===== src/rtl/mem_map_pkg.sv =====
// Shared types and decode helpers for the data-port memory-map controller.
package mem_map_pkg;

  typedef enum logic [1:0] {
    RGN_DMEM,
    RGN_IMEM,
    RGN_IO,
    RGN_UNMAPPED
  } region_e;

  typedef enum logic [1:0] {
    SEL_DMEM = 2'b00,
    SEL_IO   = 2'b01,
    SEL_ZERO = 2'b10
  } sel_e;

  localparam logic [1:0] FLT_NONE       = 2'b00;
  localparam logic [1:0] FLT_UNMAPPED   = 2'b01;
  localparam logic [1:0] FLT_IMEM_LD    = 2'b10;
  localparam logic [1:0] FLT_IO_TIMEOUT = 2'b11;

  // Overlapping patterns: earlier entries take priority.
  function automatic region_e region_of(input logic [3:0] top4);
    casez (top4)
      4'b0??1: return RGN_DMEM;
      4'b0?1?: return RGN_IMEM;
      4'b1000: return RGN_IO;
      default: return RGN_UNMAPPED;
    endcase
  endfunction

endpackage


===== src/rtl/lat_pipe.sv =====
// Shift register of {valid, sel} that delays a load-source select to line up
// with the DMEM read latency.
module lat_pipe
  import mem_map_pkg::*;
#(
  parameter int unsigned DEPTH = 1
) (
  input  logic clk,
  input  logic rst_n,
  input  logic push_valid,
  input  sel_e push_sel,
  output logic pop_valid,
  output sel_e pop_sel
);

  logic [DEPTH-1:0] vld_q;
  sel_e             sel_q [DEPTH];

  always_ff @(posedge clk) begin
    if (!rst_n) begin
      vld_q <= '0;
      for (int i = 0; i < DEPTH; i++) sel_q[i] <= SEL_ZERO;
    end else begin
      vld_q[0] <= push_valid;
      sel_q[0] <= push_sel;
      for (int i = 1; i < DEPTH; i++) begin
        vld_q[i] <= vld_q[i-1];
        sel_q[i] <= sel_q[i-1];
      end
    end
  end

  assign pop_valid = vld_q[DEPTH-1];
  assign pop_sel   = sel_q[DEPTH-1];

endmodule


===== src/rtl/mem_map_ctrl.sv =====
// Data-port memory-map controller: region decode, store-mask gating, IO
// handshake with timeout, latency-aligned load mux and sticky fault capture.
module mem_map_ctrl
  import mem_map_pkg::*;
#(
  parameter int unsigned DATA_W     = 32,
  parameter int unsigned ADDR_W     = 32,
  parameter int unsigned RD_LAT     = 1,
  parameter int unsigned IO_TIMEOUT = 15
) (
  input  logic              clk,
  input  logic              rst_n,
  input  logic              req_valid,
  input  logic [ADDR_W-1:0] req_addr,
  input  logic [3:0]        req_store_mask,
  input  logic              req_load,
  output logic [3:0]        store_mask_dmem,
  output logic [3:0]        store_mask_imem,
  output logic              io_valid,
  output logic [ADDR_W-1:0] io_addr,
  output logic [3:0]        io_store_mask,
  input  logic              io_ready,
  input  logic [DATA_W-1:0] io_rdata,
  input  logic [DATA_W-1:0] dmem_rdata,
  output logic [DATA_W-1:0] load_data,
  output logic              load_valid,
  output logic              stall,
  output logic              fault,
  output logic [1:0]        fault_code,
  output logic [ADDR_W-1:0] fault_addr,
  input  logic              fault_clr
);

  localparam int unsigned CNT_W = $clog2(IO_TIMEOUT + 1);

  typedef enum logic [0:0] {StIdle, StIoWait} state_e;

  state_e             state_q;
  logic [CNT_W-1:0]   cnt_q;
  logic               io_load_q;
  logic [DATA_W-1:0]  io_rdata_q;

  region_e            rgn;
  logic               is_store, is_load, idle, access, io_req, io_done, io_tmo;
  logic               push_valid, pop_valid;
  sel_e               push_sel, pop_sel;
  logic               flt_valid;
  logic [1:0]         flt_code;
  logic [ADDR_W-1:0]  flt_addr;

  always_comb begin
    rgn      = region_of(req_addr[ADDR_W-1 -: 4]);
    is_store = |req_store_mask;
    is_load  = req_load & ~is_store;
    idle     = (state_q == StIdle);
    // New requests are only looked at while no IO access is outstanding.
    access   = idle & req_valid & (is_store | req_load);
    io_req   = access & (rgn == RGN_IO);
    io_done  = ~idle & io_ready;
    io_tmo   = ~idle & ~io_ready & (cnt_q == CNT_W'(IO_TIMEOUT - 1));
    stall    = io_req | (~idle & ~io_done & ~io_tmo);

    store_mask_dmem = (access && rgn == RGN_DMEM) ? req_store_mask : 4'b0000;
    store_mask_imem = (access && rgn == RGN_IMEM) ? req_store_mask : 4'b0000;

    push_valid = 1'b0;
    push_sel   = SEL_ZERO;
    flt_valid  = 1'b0;
    flt_code   = FLT_NONE;
    flt_addr   = req_addr;
    if (access) begin
      unique case (rgn)
        RGN_DMEM: if (is_load) begin
          push_valid = 1'b1;
          push_sel   = SEL_DMEM;
        end
        RGN_IMEM: if (is_load) begin
          push_valid = 1'b1;
          flt_valid  = 1'b1;
          flt_code   = FLT_IMEM_LD;
        end
        RGN_IO: ;
        RGN_UNMAPPED: begin
          push_valid = is_load;
          flt_valid  = 1'b1;
          flt_code   = FLT_UNMAPPED;
        end
      endcase
    end
    if (io_done && io_load_q) begin
      push_valid = 1'b1;
      push_sel   = SEL_IO;
    end
    if (io_tmo) begin
      push_valid = io_load_q;
      flt_valid  = 1'b1;
      flt_code   = FLT_IO_TIMEOUT;
      flt_addr   = io_addr;
    end
  end

  always_ff @(posedge clk) begin
    if (!rst_n) begin
      state_q       <= StIdle;
      cnt_q         <= '0;
      io_load_q     <= 1'b0;
      io_valid      <= 1'b0;
      io_addr       <= '0;
      io_store_mask <= '0;
      io_rdata_q    <= '0;
      fault         <= 1'b0;
      fault_code    <= FLT_NONE;
      fault_addr    <= '0;
    end else begin
      case (state_q)
        StIdle: if (io_req) begin
          io_valid      <= 1'b1;
          io_addr       <= req_addr;
          io_store_mask <= req_store_mask;
          io_load_q     <= is_load;
          cnt_q         <= '0;
          state_q       <= StIoWait;
        end
        StIoWait: begin
          if (cnt_q != CNT_W'(IO_TIMEOUT)) cnt_q <= cnt_q + CNT_W'(1);
          if (io_done) io_rdata_q <= io_rdata;
          if (io_done || io_tmo) begin
            io_valid <= 1'b0;
            state_q  <= StIdle;
          end
        end
      endcase

      // A clear in the same cycle as a new fault lets the new fault in.
      if (flt_valid && (!fault || fault_clr)) begin
        fault      <= 1'b1;
        fault_code <= flt_code;
        fault_addr <= flt_addr;
      end else if (fault_clr) begin
        fault      <= 1'b0;
        fault_code <= FLT_NONE;
        fault_addr <= '0;
      end
    end
  end

  lat_pipe #(
    .DEPTH(RD_LAT)
  ) u_lat_pipe (
    .clk       (clk),
    .rst_n     (rst_n),
    .push_valid(push_valid),
    .push_sel  (push_sel),
    .pop_valid (pop_valid),
    .pop_sel   (pop_sel)
  );

  always_comb begin
    load_valid = pop_valid;
    load_data  = '0;
    if (pop_valid) begin
      case (pop_sel)
        SEL_DMEM: load_data = dmem_rdata;
        SEL_IO:   load_data = io_rdata_q;
        default:  load_data = '0;
      endcase
    end
  end

endmodule


===== config.mk =====
export PLATFORM = sky130hd
export DESIGN_NAME = mem_map_ctrl
export DESIGN_NICKNAME = d
export VERILOG_FILES = /design/src/rtl/mem_map_pkg.sv /design/src/rtl/lat_pipe.sv /design/src/rtl/mem_map_ctrl.sv
export SDC_FILE = /design/constraint.sdc
export NUM_CORES = 1
export LEC_CHECK = 0
export ABC_AREA = 1
export CAP_MARGIN = 20
export CORE_MARGIN = 2
export CORE_UTILIZATION = 46
export DETAILED_ROUTE_END_ITERATION = 8
export PLACE_DENSITY = 0.86
export REMOVE_ABC_BUFFERS = 1
export SLEW_MARGIN = 20
export SYNTH_ARGS = -nofsm -noshare
export SYNTH_HDL_FRONTEND = slang
export SYNTH_SLANG_ARGS = --single-unit

===== constraint.sdc =====
create_clock -name clk -period 4.2 [get_ports clk]
set_input_delay 0.84 -clock clk [delete_from_list [all_inputs] [get_ports clk]]
set_output_delay 0.84 -clock clk [all_outputs]
set_load 0.05 [all_outputs]

; Word level (Yosys, flattened, before mapping)
; Memories as Yosys holds them, arrays and structs flattened.
; Cells that the tools add are included.
[classes]
addsub = 1
multipliers = 0
div = 0
n_lt_le_gt_ge = 0
eq_ne = 12
n_shift = 0
n_mux = 42
bitwise_logic = 16
n_reduce_logical = 17
[ops]
columns = op, n
row1 = 32-bit 2-to-1 mux, 4
row2 = 32-bit case mux with 2 select lines, 1
row3 = 2-bit 2-to-1 mux, 11
row4 = 4-bit 2-to-1 mux, 4
row5 = 1-bit 2-to-1 mux, 15
row6 = 1-bit AND, 9
row7 = 2-bit by 1-bit == test with 1-bit output (second input constant), 4
row8 = 4-bit == test (second input constant), 2
row9 = 1-bit case mux with 2 select lines, 4
row10 = 2-bit case mux with 2 select lines, 2
row11 = 4-bit case mux with 2 select lines, 1
row12 = 2-bit AND reduction, 4
row13 = 2-bit by 1-bit inequality test with 1-bit output (second input constant), 3
row14 = 1-bit inverter, 5
row15 = 4-bit by 1-bit adder with 4-bit output (second input constant), 1
row16 = 2-bit == test (second input constant), 2
row17 = 1-bit logical AND, 4
row18 = 2-bit zero test, 2
row19 = 4-bit inequality test (second input constant), 1
row20 = 2-bit OR reduction, 2
row21 = 4-bit OR reduction, 1
row22 = 1-bit logical OR, 2
row23 = 1-bit bitwise OR, 2
row24 = 2-bit nonzero test, 1
row25 = 1-bit zero test, 1
[word_totals]
ff_bits = 111
latchBits = 0
mem_bits_rw = 2
rom_bits = 0
inputBits = 106
output_inout_bits = 114
wordCells = 100
memories = 1
[memory_table]
columns = name, depth, word_bits, read_ports, rd_clocked_by_memory_dff, write_ports, line_no
row1 = u_lat_pipe.sel_q, 1, 2, 1, 0, 1, lat_pipe.sv:17  ; sel_e sel_q [DEPTH];

; Longest topological paths before layout
[logic_depth]
ltp_word = 9
ltp_mapped = 11
mapped_depth_nobuf = 10

; Cells and area by module
; From an unflattened synthesis, not the netlist that was laid out.
[hier_totals]
hier_cells = 727
area_unflattened_um2 = 5141.2
[modules_own_cells]
columns = mod, instances, cells_each, area_per_inst_um2, seq_area_each_um2
row1 = mem_map_ctrl, 1, 718, 5058.6, 2202.1
row2 = lat_pipe, 1, 9, 82.6, 60.1

; Worst setup path after synthesis
; Ideal clock, no wire load.
[synth_path]
path_kind = input port to output port
start = input port req_store_mask[0]
end = output port store_mask_imem[0]
t_arrival_ps = 1984
required_time_ps = 3360
setup_slack_ps = 1376
path_stages = 5
n_path_buf = 0
cell_sequence = nor2_1 > nand3b_1 > nand2_1 > or2_2 > nor2_1
[synth_via]
elab_chain_len = 5
[synth_rtl]
columns = item, line_no
row1 = start: declaration, mem_map_ctrl.sv:15  ; input logic [3:0] req_store_mask,
row2 = 4-bit OR reduction, mem_map_ctrl.sv:53  ; is_store = |req_store_mask;
row3 = 1-bit bitwise OR, mem_map_ctrl.sv:57  ; access = idle & req_valid & (is_store | req_load);
row4 = 1-bit AND, mem_map_ctrl.sv:57
row5 = 1-bit logical AND, mem_map_ctrl.sv:64  ; store_mask_imem = (access && rgn == RGN_IMEM) ? req_store_mask : 4'b0000;
row6 = 4-bit 2-to-1 mux (*), mem_map_ctrl.sv:64
row7 = end: declaration, mem_map_ctrl.sv:18  ; output logic [3:0] store_mask_imem,
; Every way passes the cells marked *; elsewhere a longest branch is shown, timed or not.

; Final worst setup path
[layout_path]
start = input port req_store_mask[1]
end = output port store_mask_imem[1]
; Same word-level chain as after synthesis.

==> impl_metrics.tcl <==
set metrics [dict create \
    synth_compound_area_share_pct 15.0 \
    die_w_um 110 \
    status "complete, no violations" \
    swShare_pct 25.4 \
    ff2ff_setup_slack_ns 2.00 \
    drive_gt1_share_pct 6.17 \
    r2r_start "cnt_q[0]" \
    grt_pass1_vias 5433 \
    hold_depth 2 \
    synth-seq-area-share_pct 44.1 \
    power_frac_comb_pct 12.4 \
    synth_area_leaders "dfxtp_1 (44%), nand3_1 (11%), nor2_1 (11%)" \
    synth_seq_cells 113 \
    grt_pass1_wl_um 26400 \
    clock_skew_ns 0.0116 \
    synthMuxAreaShare_pct 0 \
    cp_max_fo 4 \
    cts_buffers 17 \
    dp_hpwl_um 11200 \
    synthAdderAreaFrac_pct 0.488 \
    maxCapViolCount 0 \
    hold_path.class "reg -> reg" \
    die_area_mm2 0.0120 \
    final-hold-violation-count 0 \
    n_antenna_cell 0 \
    crit_path_end_kind "output port" \
    fin_tns_setup_ns 0 \
    min_period_over_period_pct 88.1 \
    start_kind "input pin" \
    holdCritStartpoint "io_addr[29]" \
    grt_antenna_before_repair 0 \
    r2r-end "fault_addr[29]" \
    power.clock.fraction_pct 49.5 \
    worstPathArrival_ns 2.86 \
    path_clk_slew_ns 0.06 \
    worst_pin_slew_ns 1.00 \
    synth.avg_cell_area_um2 6.85 \
    vias 5749 \
    slew_headroom_pct 33.0 \
    cts.hold.buffers_added 0 \
    syn_inst 748 \
    layout.nets 1052 \
    crit_type "in -> out" \
    drt_iter0_drc 345 \
    layout_common_cells "clkdlybuf4s50_1 (217), nor2_1 (142), nand2_1 (138), dfxtp_1 (113), nand3_1 (109)" \
    slew_viol_final 0 \
    cts_setup_buffers 0 \
    io_pins 220 \
    crit_required_ns 3.36 \
    routedWlPerCell_um 15.5 \
    ctsLongestPathBuffers 2 \
    dpl-instance-area_mm2 0.00733 \
    port_buffers 219 \
    cellPowerDensity_mw_per_mm2 370 \
    htreeDepth 4 \
    die_h_um 110 \
    drtPass1Iterations 5 \
    viasPerCell 5.24 \
    placeableCoreArea_mm2 0.0108 \
    cts_sinks 113 \
    power_frac_seq_pct 38.0 \
    cts_tree "built" \
    irDropWorstVdd_v 0.000256 \
    drc_errors 0 \
    fin_crit_ns 3.70 \
    synth_warnings 0 \
    setup_viol 0 \
    grt-ovfl-total 0 \
    cts_root_buf "clkbuf_8" \
    rsz0062_at_grt "no" \
    ant_nets 0 \
    worst_r2r_path_depth 9 \
    cts-resized-gates 0 \
    layout_commonest_cell "clkdlybuf4s50_1" \
    start_util_pct 47.3 \
    yosysTopAreaCell "dfxtp_1" \
    crit_path_start "req_store_mask[1]" \
    p_sw_w 0.000746 \
    synthXorXnorAreaFrac_pct 0 \
    place.gp.congestion 0.833 \
    min_to "io_addr[29]" \
    grt_use_total_pct 28.2 \
    synth_area_mm2 0.00512 \
    final_area_mm2 0.00794 \
    synthSimpleGateAreaFrac_pct 33.2 \
    num_rows 38 \
    clock_latency_ns 0.49 \
    ys_types 27 \
    synth_top_area_share_pct 44.1 \
    p_int_w 0.00219 \
    area_growth_pct 54.8 \
    fmax_mhz 270 \
    drt-total-wl_um 17000 \
    synth_top_family_by_area "simple AND/OR/NAND/NOR gates" \
    leakagePower_nw 3.04 \
    grt_start_max_net_pins 71 \
]
area by class of cell:
cell class	count	area, um2
fill	906	2910
clock buffer	18	428
timing repair buffer	232	2290
sequential	113	2260
tap	140	175
inverter	24	92.6
clock inverter	14	180
multi-input combinational	556	2500
cells by family after synthesis:
logic type	Yosys count
compound gates	153
fa+ha+maj	2
buf+inv	79
flops	113
simple gates	401
synthesized netlist by cell type:
cell type,instances
inv_2,2
nand2_8,1
nor3_1,1
clkinv_1,1
nand3_1,109
nand2_4,1
buf_1,3
o21ai_0,73
a31oi_1,1
ha_1,2
o21ai_1,1
nor2_8,1
or2_2,2
or2_4,1
buf_2,2
buf_6,7
nand2_1,138
dfxtp_1,113
nand3b_1,2
buf_4,3
a21oi_1,77
nand2_2,1
nor2_1,144
inv_1,20
o21a_1,1
inv_4,1
clkbuf_1,40
worst max-delay path by stage:
| stage | slack [ns] | to |
|---|---|---|
| floorplan | 0.05 | stall |
| global placement | 0.55 | store_mask_dmem[0] |
| detailed placement | 0.49 | store_mask_imem[1] |
| CTS | 0.49 | store_mask_imem[1] |
| global route | 0.35 | store_mask_dmem[3] |
| finish | 0.50 | store_mask_imem[1] |
sequential cells by signal, indices dropped and copies added (netlist names):
signal,flops
fault,1
io_addr,32
u_lat_pipe.sel_q,2
cnt_q,4
u_lat_pipe.pop_valid,1
io_rdata_q,32
io_valid,1
fault_code,2
io_load_q,1
fault_addr,32
state_q,1
io_store_mask,4
power by group through the flow:
| stage | Clock (W) | Combinational (W) | Sequential, W |
|---|---|---|---|
| after global placement | 0 | 0.000359 | 0.00114 |
| after floorplan | 0 | 0.0000966 | 0.00121 |
| after detailed placement | 0 | 0.000362 | 0.00114 |
| after global routing | 0.00154 | 0.000391 | 0.00112 |
| final | 0.00145 | 0.000365 | 0.00112 |
| after CTS | 0.00148 | 0.000365 | 0.00112 |
critical path, stage by stage:
cell	delay (ns)
clkdlybuf4s50_1	0.47
nor2_1	0.06
nand3b_1	0.08
nand2_1	0.10
or2_2	0.32
nor2_1	0.13
clkdlybuf4s50_1	0.84
metal layers:
metal,up-vias,global-route usage (%),part of all wire (%)
li1,2861,-,-
met1,2621,31.0,39
met2,246,47.8,47
met3,21,12.2,12
met4,0,11.2,1.8
met5,-,0,0
per-stage QoR:
stage	utilization, %	setup slack (ns)	total power [W]	cells	hold slack, ns
final	73.2	0.499	0.00293	1097	0.451
after global routing	73.2	0.355	0.00305	1097	0.476
after floorplan	-	0.0538	0.00131	693	0.428
after detailed placement	67.6	0.494	0.00150	1065	0.439
after CTS	73.2	0.494	0.00296	1097	0.449
after global placement	67.6	0.555	0.00150	1065	0.436
Power figures use the tool's default switching activity.
